`config.mk`:
```
export PLATFORM = sky130hd
export DESIGN_NAME = spart_rx_flat
export DESIGN_NICKNAME = d
export VERILOG_FILES = /design/src/rtl/spart_rx_if.sv /design/src/rtl/spart_rx.sv /design/src/flat_wrapper.sv
export SDC_FILE = /design/constraint.sdc
export NUM_CORES = 1
export LEC_CHECK = 0
export CAP_MARGIN = 40
export CORE_MARGIN = 1
export CORE_UTILIZATION = 40
export DETAILED_ROUTE_END_ITERATION = 10
export PLACE_DENSITY_LB_ADDON = 0.25
export SYNTH_ARGS = -nofsm -noshare
export SYNTH_HDL_FRONTEND = slang
export SYNTH_SLANG_ARGS = --single-unit
```
`constraint.sdc`:
```
create_clock -name clk -period 3.35 [get_ports clk]
set_input_delay 0.67 -clock clk [delete_from_list [all_inputs] [get_ports clk]]
set_output_delay 0.67 -clock clk [all_outputs]
set_load 0.02 [all_outputs]
```
`src/rtl/spart_rx_if.sv`:
```
// -----------------------------------------------------------------------------
// spart_rx_if
//   Bundles the SPART receive engine's signals.
//   The baud generator supplies os_tick, the pad supplies rxd, and the bus
//   interface supplies clr_rda and consumes the status/data outputs.
//
//   slave  modport : the receive engine (spart_rx) side
//   master modport : the driving side (baud gen / pad / bus interface)
//
//   os_tick   : one-clk oversample pulse, OS_RATE per bit time
//   rxd       : asynchronous serial input, idles high
//   clr_rda   : one-clk pulse on bus read of the receive buffer
//   rx_data   : last received byte
//   rda       : receive data available
//   frame_err : stop bit of the byte in rx_data sampled 0
//   overrun   : sticky, byte loaded while rda was already set
//   busy      : frame in progress
// -----------------------------------------------------------------------------
interface spart_rx_if #(
    parameter int DATA_BITS = 8
);
    logic                 os_tick;
    logic                 rxd;
    logic                 clr_rda;
    logic [DATA_BITS-1:0] rx_data;
    logic                 rda;
    logic                 frame_err;
    logic                 overrun;
    logic                 busy;

    modport slave (
        input  os_tick,
        input  rxd,
        input  clr_rda,
        output rx_data,
        output rda,
        output frame_err,
        output overrun,
        output busy
    );

    modport master (
        output os_tick,
        output rxd,
        output clr_rda,
        input  rx_data,
        input  rda,
        input  frame_err,
        input  overrun,
        input  busy
    );
endinterface

```
`src/rtl/spart_rx.sv`:
```
// -----------------------------------------------------------------------------
// spart_rx
//   SPART serial receive engine. Synchronizes the asynchronous rxd line,
//   detects the start-bit falling edge, and re-centres sampling on it with a
//   local oversample phase counter so every bit is sampled at its centre
//   regardless of the baud generator's phase. Receives an N-data-bit, no
//   parity, one stop bit frame LSB first and presents the result with
//   data-available, framing-error and overrun status.
//
//   Ports:
//     clk   : system clock
//     rst_n : asynchronous active-low reset
//     bus   : spart_rx_if.slave
//               in : os_tick, rxd, clr_rda
//               out: rx_data, rda, frame_err, overrun, busy
//
//   Parameters:
//     OS_RATE   : oversample ticks per bit (power of two, >= 8)
//     DATA_BITS : data bits per frame (5..8)
// -----------------------------------------------------------------------------
module spart_rx #(
    parameter int OS_RATE   = 16,
    parameter int DATA_BITS = 8
) (
    input  logic          clk,
    input  logic          rst_n,
    spart_rx_if.slave     bus
);

    localparam int PH_W = $clog2(OS_RATE);
    localparam int BC_W = $clog2(DATA_BITS);

    // Phase value just before the tick that reaches the half-bit point
    localparam logic [PH_W-1:0] PH_HALF = PH_W'(OS_RATE / 2 - 1);
    // Phase value just before the tick that completes a full bit time
    localparam logic [PH_W-1:0] PH_LAST = PH_W'(OS_RATE - 1);
    localparam logic [BC_W-1:0] BC_LAST = BC_W'(DATA_BITS - 1);

    typedef enum logic [1:0] {
        S_IDLE,
        S_START,
        S_DATA,
        S_STOP
    } state_e;

    state_e                 state_q,   state_d;
    logic [PH_W-1:0]        phase_q,   phase_d;
    logic [BC_W-1:0]        bit_cnt_q, bit_cnt_d;
    logic [DATA_BITS-1:0]   shift_q,   shift_d;
    logic [DATA_BITS-1:0]   rx_data_q, rx_data_d;
    logic                   rda_q,     rda_d;
    logic                   fe_q,      fe_d;
    logic                   ovr_q,     ovr_d;

    // Two synchronizer stages plus one history stage for edge detection
    logic                   sync1_q, sync2_q, sync3_q;
    logic                   rxd_sync;
    logic                   fall;

    assign rxd_sync = sync2_q;
    assign fall     = sync3_q & ~sync2_q;

    // Synchronizer: resets to the idle (high) line level so that reset
    // release never fabricates a start edge.
    always_ff @(posedge clk or negedge rst_n) begin
        if (!rst_n) begin
            sync1_q <= 1'b1;
            sync2_q <= 1'b1;
            sync3_q <= 1'b1;
        end else begin
            sync1_q <= bus.rxd;
            sync2_q <= sync1_q;
            sync3_q <= sync2_q;
        end
    end

    always_ff @(posedge clk or negedge rst_n) begin
        if (!rst_n) begin
            state_q   <= S_IDLE;
            phase_q   <= '0;
            bit_cnt_q <= '0;
            shift_q   <= '0;
            rx_data_q <= '0;
            rda_q     <= 1'b0;
            fe_q      <= 1'b0;
            ovr_q     <= 1'b0;
        end else begin
            state_q   <= state_d;
            phase_q   <= phase_d;
            bit_cnt_q <= bit_cnt_d;
            shift_q   <= shift_d;
            rx_data_q <= rx_data_d;
            rda_q     <= rda_d;
            fe_q      <= fe_d;
            ovr_q     <= ovr_d;
        end
    end

    always_comb begin
        state_d   = state_q;
        phase_d   = phase_q;
        bit_cnt_d = bit_cnt_q;
        shift_d   = shift_q;
        rx_data_d = rx_data_q;
        rda_d     = rda_q;
        fe_d      = fe_q;
        ovr_d     = ovr_q;

        // A bus read clears status; a load later in this block overrides it.
        if (bus.clr_rda) begin
            rda_d = 1'b0;
            ovr_d = 1'b0;
        end

        unique case (state_q)
            S_IDLE: begin
                // os_tick is ignored here; the edge detector runs every clk.
                if (fall) begin
                    state_d = S_START;
                    phase_d = '0;
                end
            end

            S_START: begin
                if (bus.os_tick) begin
                    phase_d = phase_q + 1'b1;
                    if (phase_q == PH_HALF) begin
                        // Half a bit after the edge: still low means a real
                        // start bit, otherwise it was a glitch.
                        if (rxd_sync) begin
                            state_d = S_IDLE;
                        end else begin
                            state_d   = S_DATA;
                            bit_cnt_d = '0;
                        end
                        phase_d = '0;
                    end
                end
            end

            S_DATA: begin
                if (bus.os_tick) begin
                    phase_d = phase_q + 1'b1;
                    if (phase_q == PH_LAST) begin
                        // Right shift so the first (LSB) bit ends up at bit 0
                        shift_d   = {rxd_sync, shift_q[DATA_BITS-1:1]};
                        bit_cnt_d = bit_cnt_q + 1'b1;
                        phase_d   = '0;
                        if (bit_cnt_q == BC_LAST) begin
                            state_d = S_STOP;
                        end
                    end
                end
            end

            S_STOP: begin
                if (bus.os_tick) begin
                    phase_d = phase_q + 1'b1;
                    if (phase_q == PH_LAST) begin
                        rx_data_d = shift_q;
                        fe_d      = ~rxd_sync;
                        rda_d     = 1'b1;
                        // Overrun only when the previous byte is unread and
                        // not being read in this very clk.
                        ovr_d     = ovr_q | (rda_q & ~bus.clr_rda);
                        state_d   = S_IDLE;
                        phase_d   = '0;
                    end
                end
            end

            default: begin
                state_d = S_IDLE;
                phase_d = '0;
            end
        endcase
    end

    assign bus.rx_data   = rx_data_q;
    assign bus.rda       = rda_q;
    assign bus.frame_err = fe_q;
    assign bus.overrun   = ovr_q;
    assign bus.busy      = (state_q != S_IDLE);

endmodule

```
`src/flat_wrapper.sv`:
```
// flat-port wrapper written by rule: the top's interface ports become plain ports
module spart_rx_flat 
#(
    parameter int OS_RATE   = 16,
    parameter int DATA_BITS = 8
)
  (clk, rst_n, bus_os_tick, bus_rxd, bus_clr_rda, bus_rx_data, bus_rda, bus_frame_err, bus_overrun, bus_busy);
  spart_rx_if #(.DATA_BITS(DATA_BITS)) bus_i ();
  input  logic clk;
  input  logic rst_n;
  input wire logic [$bits(bus_i.os_tick)-1:0] bus_os_tick;
  input wire logic [$bits(bus_i.rxd)-1:0] bus_rxd;
  input wire logic [$bits(bus_i.clr_rda)-1:0] bus_clr_rda;
  output wire logic [$bits(bus_i.rx_data)-1:0] bus_rx_data;
  output wire logic [$bits(bus_i.rda)-1:0] bus_rda;
  output wire logic [$bits(bus_i.frame_err)-1:0] bus_frame_err;
  output wire logic [$bits(bus_i.overrun)-1:0] bus_overrun;
  output wire logic [$bits(bus_i.busy)-1:0] bus_busy;
  assign bus_i.os_tick = bus_os_tick;
  assign bus_i.rxd = bus_rxd;
  assign bus_i.clr_rda = bus_clr_rda;
  assign bus_rx_data = bus_i.rx_data;
  assign bus_rda = bus_i.rda;
  assign bus_frame_err = bus_i.frame_err;
  assign bus_overrun = bus_i.overrun;
  assign bus_busy = bus_i.busy;
  spart_rx #(.OS_RATE(OS_RATE), .DATA_BITS(DATA_BITS)) u_core (.clk(clk), .rst_n(rst_n), .bus(bus_i));
endmodule
```
==> results of run 1 <==
## cells by family (layout without fill, tap and decap cells)
| family | after synthesis | count (layout) |
|---|---|---|
| DFF | 31 | 31 |
| and+or+nand+nor | 28 | 28 |
| AOI/OAI and AO/OA | 17 | 17 |
| muxes | 16 | 16 |
| buffers and inverters | 7 | 25 |
| adders and majority gates | 3 | 3 |
| xor gates and xnor gates | 1 | 1 |
## layout make-up
type	instances	area (um2)	share of cell area (%)
multi-input combinational	65	541	33.9
tap	46	57.6	3.61
timing repair buffer	17	168	10.5
clock buffer	8	48.8	3.06
sequential	31	779	48.9
## registers in the layout, summed over array words and instances (netlist names), named ones only
name	cells
u_core.shift_q	8
u_core.sync1_q	1
u_core.sync3_q	1
u_core.phase_q	4
u_core.state_q	1
u_core.bus.overrun	1
u_core.rxd_sync	1
u_core.bit_cnt_q	3
u_core.bus.frame_err	1
u_core.bus.rx_data	8
u_core.bus.rda	1
## power groups by stage
stage	sequential [uW]	clock (uW)	combinational [uW]
5_1_grt	498	228	172
2_1_floorplan	442	0	194
3_3_place_gp	493	0	144
3_5_place_dp	496	0	149
6_report	490	199	149
4_1_cts	489	213	151
## critical path: cells and delay by family (launching register included)
kind,cells,cell delay (ps)
buffers and inverters,1,550
DFF,1,530
and+or+nand+nor,1,380
## worst paths after layout
kind	start	endpoint	slack [ps]
max	u_core.state_q[0]	bus_busy	890
max in group asynchronous	rst_n	u_core.sync1_q	2300
max reg2reg	u_core.phase_q[0]	u_core.shift_q[3]	1570
min	u_core.sync1_q	u_core.rxd_sync	360
min reg2reg	u_core.sync1_q	u_core.rxd_sync	360
min in group asynchronous	rst_n	u_core.phase_q[2]	730
## layout by cell type (no fill, tap or decap), types with 2 or more instances in the layout
cell,count
sky130_fd_sc_hd__a21o_1,2
sky130_fd_sc_hd__mux2_2,16
sky130_fd_sc_hd__a22o_1,2
sky130_fd_sc_hd__clkbuf_1,3
sky130_fd_sc_hd__ha_1,3
sky130_fd_sc_hd__nor2_1,2
sky130_fd_sc_hd__a21oi_1,2
sky130_fd_sc_hd__o22a_1,2
sky130_fd_sc_hd__nand2_1,8
sky130_fd_sc_hd__clkbuf_4,5
sky130_fd_sc_hd__dfstp_2,3
sky130_fd_sc_hd__nand3_1,5
sky130_fd_sc_hd__o21ai_0,4
sky130_fd_sc_hd__nand3b_1,2
sky130_fd_sc_hd__dfrtp_1,28
sky130_fd_sc_hd__nand4_1,2
sky130_fd_sc_hd__clkdlybuf4s50_1,16
## stage by stage
| stage | utilization [%] | total power (uW) | worst slack, ps | instance area, um2 | hold slack, ps |
|---|---|---|---|---|---|
| floorplan | - | 636 | 1550 | 1400 | 345 |
| global placement | 46.3 | 637 | 956 | 1550 | 346 |
| detailed placement | 46.3 | 645 | 928 | 1550 | 347 |
| CTS | 47.8 | 853 | 866 | 1590 | 360 |
| global route | 47.8 | 898 | 801 | 1590 | 363 |
| finish | 47.8 | 837 | 887 | 1590 | 358 |
## per-layer routing
metal / up-vias / share of wire, % / track usage [%]
met5: - / 0 / 0
met4: 0 / 2.0 / 8.12
met3: 5 / 5.5 / 6.09
met2: 16 / 49 / 23.9
met1: 431 / 44 / 17.3
li1: 407 / - / -
==> key figures, run 1 <==
Critical path
  – Worst EP required: 2680 ps
  – Path type of the worst setup path: flop to output port
  – R2R depth: 4
  – List of cells traversed by the critical path: or2_2, clkdlybuf4s50_1
  – Critical Path End Type: output port
  – CP peak stage delay: 550 ps
  – Slowest-stage cell, CP: sky130_fd_sc_hd__clkdlybuf4s50_1
  – Data arrival at the endpoint of the critical path: 1790 ps
  – Worst-path fanout max: 11
  – Kind of launch point of the worst setup path: flop

Timing
  – Total of endpoints with negative setup slack in the final report: 0
  – Max Clock Freq: 406 MHz
  – Final total negative setup slack: 0 ps
  – Final Hold Fails: 0
  – Unrepaired setup endpoints after global routing: no
  – Period Utilization, post-route: 73.5%
  – Transition at the pin with the smallest max-transition slack: 527 ps
  – Relative slew slack: 64.4%
  – Clk_skew: 6.07 ps
  – Final Max Tran Viols: 0
  – Final critical delay including setup and external delays: 2460 ps

Power
  – Switching Share: 31.9%
  – IR Drop Worst-Case VDD: 0.272 mV
  – Power density of the placed cells: 525 nW/um2
  – Proportion of power drawn by the clock network: 23.7%
  – Combinational power share: 17.8%
  – Net switching component of the power: 267 uW
  – Leak: 0.000712 uW
  – Internal power summed over all cells: 570 uW
  – Sequential Power Share: 58.5%

Layout
  – Fillers: 315
  – Total Nets Final: 128
  – Final Non-Filler Cells: 167
  – Layout cell share with drive strength beyond 1: 25.6%
  – Antenna diode instance count: 0
  – Layout Area Growth over Synthesis: 13.8%

Synth
  – Most common library cells after synthesis: sky130_fd_sc_hd__dfrtp_1, sky130_fd_sc_hd__mux2_2, sky130_fd_sc_hd__nand2_1
  – Simple-gate share of the synthesized area: 12.1%
  – Area contributors post-synth: sky130_fd_sc_hd__dfrtp_1, sky130_fd_sc_hd__mux2_2, sky130_fd_sc_hd__dfstp_2
  – Fraction of synthesized area in multiplexers: 12.9%
  – Number of cells produced by synthesis: 103
  – Xor and xnor area share after synthesis: 0.625%
  – Synth warn: 0
  – Compound-Gate Fraction of Synth Area: 10.3%
  – Total nets after synthesis: 111
  – Top cell type by total area after synthesis: sky130_fd_sc_hd__dfrtp_1
  – Combinational family with the most area after synthesis: multiplexers
  – Sequential-to-total area share from yosys stat: 55.6%
  – Mean instance size in the synthesized netlist: 13.6 um2
  – Number of synthesized flops with an enable pin: 0
  – Post-synthesis instance area: 1400 um2
  – Proportion of register bits with asynchronous set or reset after synthesis: 100%
  – Distinct cell type count of the synthesized netlist: 31
  – Leading cell type by number of instances after synthesis: sky130_fd_sc_hd__dfrtp_1
  – Flops & latches, synth: 31
  – Yosys top cell area share: 50.0%
  – Top flip-flop cell by instance count after synthesis: sky130_fd_sc_hd__dfrtp_1
  – Adder and majority cell fraction of the synthesized area: 2.68%

Drt
  – Antenna Nets Post-Route: 0
  – Routed vias/inst: 5.14
  – DRC violation count after routing: 0
  – DRT iter0 DRCs: 24
  – Wire per inst: 13.7 um
  – Vias after detailed routing: 859
  – Detailed Routing Iterations Pass 1: 3
  – Wire length reported by the detailed router: 2.29 mm

Clocking
  – Cts repair resizes: 0
  – Max Root-Sink Buffers: 2
  – Htree depth: 2
  – TritonCTS clock tree: built
  – Worst skew pair latency: 320 ps
  – Hold bufs inserted after CTS: 0
  – Number of clock sinks: 31
  – Clock input transition at the sequential cells of the worst setup and hold paths: 90 ps
  – Root Driver: sky130_fd_sc_hd__clkbuf_4
  – Post-CTS Setup Bufs: 0
  – Clock buffer count from CTS: 5

Place
  – Global placement routability congestion: 0.743
  – Placed cell count: 159
  – Count of buffers from port buffering: 16
  – Detail Placement HPWL: 1.49 mm

Worst hold path
  – Hold WC Path Type: flop to flop
  – Cell depth of the worst min-delay path: 0

Global routing
  – Pin count of the biggest net entering global routing: 32
  – Total routing usage reported by global routing: 15.0%
  – Wire length of the first global-routing pass: 3.94 mm
  – Total gr overflow: 0
  – Antenna violations before repair: 0
  – Vias in the first global route: 886

Die
  – Chip Width: 61.2 um
  – Initial Util: 42.0%
  – Die Footprint: 3740 um2
  – Vertical extent of the die: 61.2 um
  – Row Count: 21
  – Boundary pin count: 17
  – Core Footprint: 3340 um2

Status
  – Run status: finished, final reports clean

Job
  – Maximum Capacitance Violations: 0
Power figures use the tool's default switching activity.
==> inputs of run 2 (changes only) <==
clock period = 2.05 ns   (was 3.35 ns; I/O delays follow)
==> run 2 against run 1 <==
- sequential share of layout area is 1.9 points lower
- utilization is 1.9 points higher
- cell count is 3.0% higher
- flip-flop and latch count stayed put
- first-iteration DRC count is 13% lower
- design area is 4.0% higher
- count of clock-buffer cells in the layout is 1 lower
- largest cell class unchanged
- critical path type is now flop to flop
- worst hold slack better by 11 ps
- critical path depth is 2 higher
- non-clock buffer count is 5 higher
==> key figures, run 2 (same netlist as run 1, synthesis figures left out) <==
Status
  – Run status: finished, final reports clean

Clocking
  – Worst skew pair latency: 330 ps (about the same)
  – Htree depth: 2 (unchanged)
  – Hold bufs inserted after CTS: 0 (unchanged)
  – Root Driver: sky130_fd_sc_hd__clkbuf_4
  – Clock input transition at the sequential cells of the worst setup and hold paths: 100 ps (about the same)
  – Max Root-Sink Buffers: 2 (unchanged)
  – Number of clock sinks: 31 (unchanged)
  – TritonCTS clock tree: built
  – Clock buffer count from CTS: 5 (unchanged)

Timing
  – Clk_skew: 8.30 ps (+2.23 ps)
  – Period Utilization, post-route: 84.9%
  – Transition at the pin with the smallest max-transition slack: 478 ps (-49.4 ps)
  – Final critical delay including setup and external delays: 1740 ps
  – Final Max Tran Viols: 0 (unchanged)
  – Total of endpoints with negative setup slack in the final report: 0 (unchanged)
  – Final Hold Fails: 0 (unchanged)
  – Relative slew slack: 67.7% (+3.3 points)
  – Final total negative setup slack: 0 ps (unchanged)
  – Unrepaired setup endpoints after global routing: no
  – Max Clock Freq: 575 MHz
  – Final worst setup slack: 310 ps (-577 ps)

Drt
  – Routed vias/inst: 5.06 (-1.7%)
  – Antenna Nets Post-Route: 0 (unchanged)
  – Metal1 wirelength: 989 um (-1.2%)
  – Total met2 wirelength after detailed routing: 1.05 mm (-5.8%)
  – Wire per inst: 12.8 um (-6.2%)
  – Wire length reported by the detailed router: 2.21 mm (-3.4%)
  – DRT iter0 DRCs: 21 (-13%)
  – Detailed Routing Iterations Pass 1: 4 (+1)
  – DRC violation count after routing: 0 (unchanged)
  – Met3 wirelength from detailed routing: 129 um (+3.2%)
  – Max Used Layer: met4
  – Vias after detailed routing: 870 (+1.3%)

Place
  – Count of buffers from port buffering: 16 (unchanged)
  – Detail Placement HPWL: 1.51 mm (+1.1%)
  – Global placement routability congestion: 0.792 (+6.6%)
  – Worst slack after detailed placement: 48.4 ps (-880 ps)

Layout
  – Area taken by multi-input logic gates: 541 um2 (unchanged)
  – Layout cell share with drive strength beyond 1: 31.0% (+5.3 points)
  – Sequential standard cell area: 779 um2 (unchanged)
  – Antenna diode instance count: 0 (unchanged)
  – Total Nets Final: 133 (+3.9%)
  – Most frequent standard cell in the layout excluding fill and tap cells: sky130_fd_sc_hd__dfrtp_1
  – Top library cells by usage in the layout, fill and taps aside: sky130_fd_sc_hd__dfrtp_1, sky130_fd_sc_hd__mux2_2, sky130_fd_sc_hd__clkdlybuf4s50_1
  – Layout Area Growth over Synthesis: 18.3%
  – Fillers: 311 (-1.3%)

Worst hold path
  – Hold WC Path Type: flop to flop

Die
  – Boundary pin count: 17 (unchanged)
  – Initial Util: 42.0% (unchanged)
  – Die Footprint: 3740 um2 (unchanged)
  – Chip Width: 61.2 um (unchanged)
  – Core Footprint: 3340 um2 (unchanged)
  – Vertical extent of the die: 61.2 um (unchanged)
  – Row Count: 21 (unchanged)

Power
  – Combinational power share: 21.0% (+3.2 points)
  – IR Drop Worst-Case VDD: 0.389 mV (+43%)
  – Proportion of power drawn by the clock network: 27.9% (+4.2 points)
  – Leak: 0.000747 uW (+5.0%)
  – Sequential Power Share: 51.1% (-7.4 points)
  – Switching Share: 30.7% (-1.2 points)
  – Power density of the placed cells: 886 nW/um2 (+69%)
  – Internal power summed over all cells: 1020 uW (+79%)
  – Net switching component of the power: 451 uW (+69%)

Global routing
  – Total gr overflow: 0 (unchanged)
  – Wire length of the first global-routing pass: 3.97 mm (+0.89%)
  – Total routing usage reported by global routing: 15.6% (+0.58 points)
  – Antenna violations before repair: 0 (unchanged)
  – Pin count of the biggest net entering global routing: 32 (unchanged)
  – Vias in the first global route: 867 (-2.1%)

Critical path
  – Worst-path fanout max: 12 (+1)
  – Path type of the worst setup path: flop to flop
  – Slack of the worst reg-to-reg path: 310 ps (-1260 ps)
  – Worst EP required: 2270 ps (-410 ps)
  – Critical Path End Type: flop
  – Data arrival at the endpoint of the critical path: 1960 ps (+170 ps)
  – Kind of launch point of the worst setup path: flop

Job
  – Maximum Capacitance Violations: 0 (unchanged)
[run 2: power groups by stage]
stage | Combinational, uW | Sequential [uW] | Clock, uW
after floorplan | 316 | 722 | 0
after global placement | 308 | 757 | 0
after detailed placement | 313 | 762 | 0
after CTS | 314 | 750 | 432
after global routing | 354 | 759 | 466
final | 309 | 750 | 410
[run 2: what timing repair did]
action | CTS | global route
setup endpoints to repair | 0 | 1
setup buffers | 0 | 0
gates resized for setup | 0 | 1
hold endpoints to repair | 0 | 0
[run 2: stage by stage]
stage	util [%]	instances	power [uW]	hold slack, ps	cell area (um2)
floorplan	-	103	1040	114	1400
global placement	47.4	164	1070	345	1580
detailed placement	47.4	164	1070	353	1580
CTS	49.6	172	1500	376	1660
global route	49.7	172	1580	381	1660
finish	49.7	172	1470	369	1660
[run 2: metal layers]
layer | vias up | global-route usage (%)
met2 | 16 | 22.2
met4 | 0 | 8.77
met1 | 427 | 19.1
li1 | 423 | -
met5 | - | 0
met3 | 4 | 7.98
[run 2: final cells by class]
type                    count  share of cell area [%]
flip-flops and latches     31                    47.0
multi-input cells          65                    32.6
repair buffers             22                    12.5
clock buffers               7                    3.92
well taps                  46                    3.47
clock inverters             1                   0.453
[run 2: final timing paths]
| kind | startpoint | endpoint | depth (start not counted) |
|---|---|---|---|
| setup reg to reg | u_core.phase_q[0] | u_core.shift_q[4] | 4 |
| setup / recovery | u_core.phase_q[0] | u_core.shift_q[4] | 4 |
| max in group asynchronous | rst_n | u_core.rxd_sync | 2 |
| hold / removal | u_core.sync1_q | u_core.rxd_sync | 0 |
| min in group asynchronous | rst_n | u_core.phase_q[0] | 2 |
| hold reg to reg | u_core.sync1_q | u_core.rxd_sync | 0 |
[run 2: critical path, cell delays in order (launching register included)]
cell and delay [ps]:
sky130_fd_sc_hd__dfrtp_1 400, sky130_fd_sc_hd__ha_1 300, sky130_fd_sc_hd__and4_4 260, sky130_fd_sc_hd__and3b_4 320
sky130_fd_sc_hd__mux2_2 360
